--- config.mk ---
export PLATFORM = sky130hd
export DESIGN_NAME = serial_subtractor
export DESIGN_NICKNAME = d
export VERILOG_FILES = /design/src/rtl/serial_subtractor.sv
export SDC_FILE = /design/constraint.sdc
export NUM_CORES = 1
export LEC_CHECK = 0
export CAP_MARGIN = 15
export CELL_PAD_IN_SITES_DETAIL_PLACEMENT = 0
export CELL_PAD_IN_SITES_GLOBAL_PLACEMENT = 2
export CORE_UTILIZATION = 41
export CTS_BUF_LIST = sky130_fd_sc_hd__clkbuf_8 sky130_fd_sc_hd__clkbuf_16
export CTS_CLUSTER_SIZE = 30
export DETAILED_ROUTE_END_ITERATION = 10
export DONT_BUFFER_PORTS = 1
export PLACE_DENSITY = 0.88
export SKIP_CTS_REPAIR_TIMING = 1
export SLEW_MARGIN = 20
export SYNTH_ARGS = -nofsm -noshare
export SYNTH_HDL_FRONTEND = slang
export SYNTH_SLANG_ARGS = --single-unit
export TNS_END_PERCENT = 100
--- constraint.sdc ---
create_clock -name clk -period 2.97 [get_ports clk]
set_clock_uncertainty 0.05 [all_clocks]
set_input_delay 0.297 -clock clk [delete_from_list [all_inputs] [get_ports clk]]
set_output_delay 0.297 -clock clk [all_outputs]
set_load 0.05 [all_outputs]
--- src/rtl/serial_subtractor.sv ---
// Bit-serial a - b, LSB first: result lands WIDTH edges after the accept edge, with a one-cycle done pulse.
// start is only honoured while idle; busy=1 means a request would be ignored.
module serial_subtractor #(
    parameter int WIDTH = 8
) (
    input  logic             clk,
    input  logic             rst,
    input  logic             start,
    input  logic [WIDTH-1:0] a,
    input  logic [WIDTH-1:0] b,
    output logic             busy,
    output logic             done,
    output logic [WIDTH-1:0] diff,
    output logic             borrow_out
);

    localparam int CW = (WIDTH > 1) ? $clog2(WIDTH) : 1;
    localparam logic [CW-1:0] LAST = CW'(WIDTH - 1);

    typedef enum logic {IDLE, RUN} state_t;

    state_t           state_q, state_d;
    logic [WIDTH-1:0] op_a_q, op_a_d;
    logic [WIDTH-1:0] op_b_q, op_b_d;
    logic [WIDTH-1:0] res_q, res_d;
    logic [CW-1:0]    cnt_q, cnt_d;
    logic             br_q, br_d;
    logic             busy_q, busy_d;
    logic             done_q, done_d;
    logic [WIDTH-1:0] diff_q, diff_d;
    logic             borrow_out_q, borrow_out_d;

    logic             ai, bi, d_bit, br_next;
    logic [WIDTH-1:0] res_shift;

    // Single full-subtractor cell fed from the operand LSBs.
    always_comb begin
        ai        = op_a_q[0];
        bi        = op_b_q[0];
        d_bit     = ai ^ bi ^ br_q;
        br_next   = (~ai & bi) | (~(ai ^ bi) & br_q);
        res_shift = res_q >> 1;
        res_shift[WIDTH-1] = d_bit;
    end

    always_comb begin
        state_d      = state_q;
        op_a_d       = op_a_q;
        op_b_d       = op_b_q;
        res_d        = res_q;
        cnt_d        = cnt_q;
        br_d         = br_q;
        busy_d       = busy_q;
        done_d       = 1'b0;
        diff_d       = diff_q;
        borrow_out_d = borrow_out_q;
        case (state_q)
            IDLE: begin
                if (start) begin
                    op_a_d  = a;
                    op_b_d  = b;
                    res_d   = '0;
                    cnt_d   = '0;
                    br_d    = 1'b0;
                    busy_d  = 1'b1;
                    state_d = RUN;
                end
            end
            RUN: begin
                op_a_d = op_a_q >> 1;
                op_b_d = op_b_q >> 1;
                res_d  = res_shift;
                br_d   = br_next;
                cnt_d  = cnt_q + CW'(1);
                // Outputs only change here, so partial results never escape.
                if (cnt_q == LAST) begin
                    diff_d       = res_shift;
                    borrow_out_d = br_next;
                    done_d       = 1'b1;
                    busy_d       = 1'b0;
                    state_d      = IDLE;
                end
            end
            default: state_d = IDLE;
        endcase
    end

    always_ff @(posedge clk) begin
        if (rst) begin
            state_q      <= IDLE;
            op_a_q       <= '0;
            op_b_q       <= '0;
            res_q        <= '0;
            cnt_q        <= '0;
            br_q         <= 1'b0;
            busy_q       <= 1'b0;
            done_q       <= 1'b0;
            diff_q       <= '0;
            borrow_out_q <= 1'b0;
        end else begin
            state_q      <= state_d;
            op_a_q       <= op_a_d;
            op_b_q       <= op_b_d;
            res_q        <= res_d;
            cnt_q        <= cnt_d;
            br_q         <= br_d;
            busy_q       <= busy_d;
            done_q       <= done_d;
            diff_q       <= diff_d;
            borrow_out_q <= borrow_out_d;
        end
    end

    assign busy       = busy_q;
    assign done       = done_q;
    assign diff       = diff_q;
    assign borrow_out = borrow_out_q;

endmodule

Word level (Yosys, flattened, before mapping)
Index checks and enable logic that the tools add are counted.

word-level totals
  register bits = 40
  bits of input ports = 19
  output and inout bits = 11
  logic and storage cells = 42

cells by class
  $add $sub $neg = 1
  equal/unequal tests = 3
  muxes and demuxes = 17
  bitwise logic cells = 8
  reduce and logical (&&, ||, !) cells = 3

operator list
  kind                                                                     number
  8-bit case mux with 2 select lines                                       3
  8-bit 2-to-1 mux                                                         3
  1-bit 2-to-1 mux                                                         6
  1-bit case mux with 2 select lines                                       3
  3-bit case mux with 2 select lines                                       1
  2-bit AND reduction                                                      2
  3-bit by 1-bit adder with 3-bit output, second input constant            1
  3-bit equality test, second input constant                               1
  3-bit 2-to-1 mux                                                         1
  1-bit inverter                                                           3
  1-bit bitwise AND                                                        2
  2-bit by 1-bit inequality test with 1-bit output, second input constant  1
  2-bit inequality test, second input constant                             1
  2-bit OR reduction                                                       1
  1-bit XOR                                                                2
  1-bit OR                                                                 1

Longest topological paths before layout
  depth in word-level cells = 5
  gate-level depth with buffers = 6
  gate-level depth less buffers = 4

Worst setup path after synthesis
OpenSTA, ideal clock, no wires.

  path type = reg2reg
  start point = reg cnt_q[0]
  end point = reg borrow_out_q (netlist: borrow_out)
  library setup time = 0.091 ns
  arrival time = 1.258 ns
  required time = 2.829 ns
  slack = 1.571 ns
  stages on the path, launching flop included = 7
  path buffers = 2
  period minus slack after synthesis = 1.399 ns
  path through = dfxtp_1 > ha_1 > ha_1 > buf_2 > buf_2 > a21oi_1 > a311oi_1

on the way
  word-level cells in the longest chain between the ends = 2

RTL lines
  element                               RTL line  text
  start: declaration                    26        logic [CW-1:0] cnt_q, cnt_d;
  start signal: assignment              105       cnt_q <= cnt_d;
  3-bit equality test                   76        if (cnt_q == LAST) begin
  2-bit AND reduction (no source line)  n/a
  end signal: assignment                110       borrow_out_q <= borrow_out_d;
  end: declaration                      31        logic borrow_out_q, borrow_out_d;

Every way passes these cells.
A chain may end at the register's enable or synchronous reset.

Worst setup path after layout
Same ends and word-level chain as after synthesis.

==> qor.yml <==
reg2reg_slack_ps: 1350
diodes: 0
synth_nets: 197
status: "finished clean"
setup-violations-final: 0
die_w_um: 66.8
ff2ff_path_depth: 4
gp_congestion: 0.682
clkSlewWorstSetupHoldPaths_ps: 80
whs_endpoint: "res_q[5]"
hold_violations: 0
r2r-end: "borrow_out"
dp_cells: 209
drc: 0
wl_met1_mm: 1.53
n_fill_cell: 393
post-route-min-period_ps: 1620
core_sq_um: 4000
drive_gt1_frac: 0.108
portBuffers: 0
grt_usage: 0.153
top_layer_used: "met4"
fin_setup_tns_ps: 0
cts_inserted_buffers: 5
power_leakage_nw: 0.665
tritoncts: "built"
firstDrtPassIters: 4
postPlaceCellArea_sq_um: 1690
clock_latency_ps: 280
min_path_cells: 1
slew_headroom: 0.573
slew_violations: 0
grt_antenna_before_repair: 0
r2r_start: "cnt_q[0]"
vdd_drop_max_mv: 0.337
min_from: "rst"
dr_total_vias: 1146
initial_core_util: 0.430
yosys.area.top_type_share: 0.454
worst-slew-pin-transition_ps: 641
rows: 23
cts_max_level: 2
dpl_worst_slack_ps: 1350
stdcell_count: 217
synth-warning-count: 0
path_common_cell: "ha_1"
dp_hpwl_mm: 1.90
syn_area_sq_um: 1720
timing.fmax_mhz: 616
synth_cells: 174
die_h_um: 66.8
yosysTopAreaCell: "dfxtp_1"
clock_sinks: 39
required_ps: 3110
final_cell_mix: "dfxtp_1, a21oi_1, mux2i_1, nor2b_1, a211oi_1"
ys_types: 22
critPathMaxFanout: 19
arrival_ps: 1760
grt_overflow: 0
cp-end-kind: "register"
ys_seq_elements: 39
drtIter0Drc: 48
fin_ws_ps: 1350
ys_seq_area_frac: 0.454
grt_pass1_wl_mm: 5.15
wl_per_cell_um: 14.0
fin_util: 0.444
power_uw: 977
max_stage_delay_ps: 570
hold_ws_ps: 25.8
worstPathCellList: "ha_1, ha_1, a21oi_1, a311oi_1"
area_growth_pct: 3.20
ant_nets: 0
drv_cap: 0
dieArea_sq_um: 4460
routed_via_density: 5.28
path_class: "register to register"
synth.top_cells.by_area: "dfxtp_1, mux2i_1, a21oi_1, a211oi_1, a21bo_2"
clock_path_buffers: 2
slowest_stage: "ha_1"
wl_met3_um: 182
cp-start-kind: "register"
min_path_type: "input port to register"
avgSynthCellArea_sq_um: 9.89
wl_met2_mm: 1.30
rsz0062_at_grt: "false"
pwr_density_cell_nw_per_um2: 550
layout_commonest_cell: "dfxtp_1"
grt_pass1_vias: 1121
root_buffer: "clkbuf_8"
routed_wirelength_mm: 3.05
io_pins: 30
final_nets: 189
fin_crit_sh: 0.546
design_area_sq_um: 1780
grt_max_degree: 45
==> flip-flops by register name, summed over array words and instances, names as in the netlist <==
| signal | count |
|---|---|
| op_b_q | 8 |
| borrow_out | 1 |
| diff | 8 |
| done | 1 |
| op_a_q | 8 |
| br_q | 1 |
| cnt_q | 3 |
| state_q | 1 |
| res_q | 7 |
| busy | 1 |
==> worst max path at each step <==
stage / start / end / slack (ps)
5_1_grt: cnt_q[1] / borrow_out / 1180
6_report: cnt_q[0] / borrow_out / 1350
3_5_place_dp: cnt_q[0] / borrow_out / 1350
2_1_floorplan: cnt_q[0] / borrow_out / 1570
4_1_cts: cnt_q[0] / borrow_out / 1320
3_3_place_gp: cnt_q[0] / borrow_out / 1430
==> cells in the mapped netlist <==
cell,number
a211oi_1,14
a21bo_2,9
a21oi_1,22
a311oi_1,1
buf_1,1
buf_2,8
buf_6,2
buf_8,1
clkbuf_1,4
dfxtp_1,39
fa_1,1
ha_1,3
inv_1,3
mux2i_1,16
nand2_1,10
nand2b_1,4
nand3_1,8
nor2_1,1
nor2b_1,14
nor3_1,2
or3b_1,9
or3b_2,2
==> worst max-delay path, delay by kind of cell, from the launching register on <==
| family | cells | cell delay (ps) |
|---|---|---|
| adders and majority gates | 2 | 740 |
| AOI/OAI and AO/OA | 2 | 400 |
| DFF | 1 | 340 |
==> power by group <==
part / switching, mW / internal, mW / total [mW]
registers: 0.0220 / 0.548 / 0.570
clock network: 0.173 / 0.158 / 0.331
logic: 0.0374 / 0.0385 / 0.0759
==> kinds of logic (layout without fill, tap and decap cells) <==
kind of cell | count (synthesis) | count (layout) | synth area share
AOI/OAI and AO/OA | 46 | 46 | 0.183
adders and majority gates | 4 | 4 | 0.0335
buffers and inverters | 19 | 12 | 0.0625
DFF | 39 | 39 | 0.454
muxes | 16 | 16 | 0.0931
and+or+nand+nor | 50 | 50 | 0.175
==> routing by layer <==
metal,global-route usage,vias up
met3,0.0531,5
met2,0.227,25
met5,0,-
met4,0.0638,0
met1,0.200,520
li1,-,596
==> layout make-up <==
type | instances | area [sq um] | area share
Sequential cell | 39 | 781 | 0.440
Tap cell | 50 | 62.6 | 0.0352
Clock inverter | 3 | 12.5 | 0.00705
Timing Repair Buffer | 1 | 7.51 | 0.00423
Clock buffer | 5 | 68.8 | 0.0388
Inverter | 3 | 11.3 | 0.00634
Multi-Input combinational cell | 116 | 832 | 0.469
No activity file was read; power rests on OpenSTA's default activity.
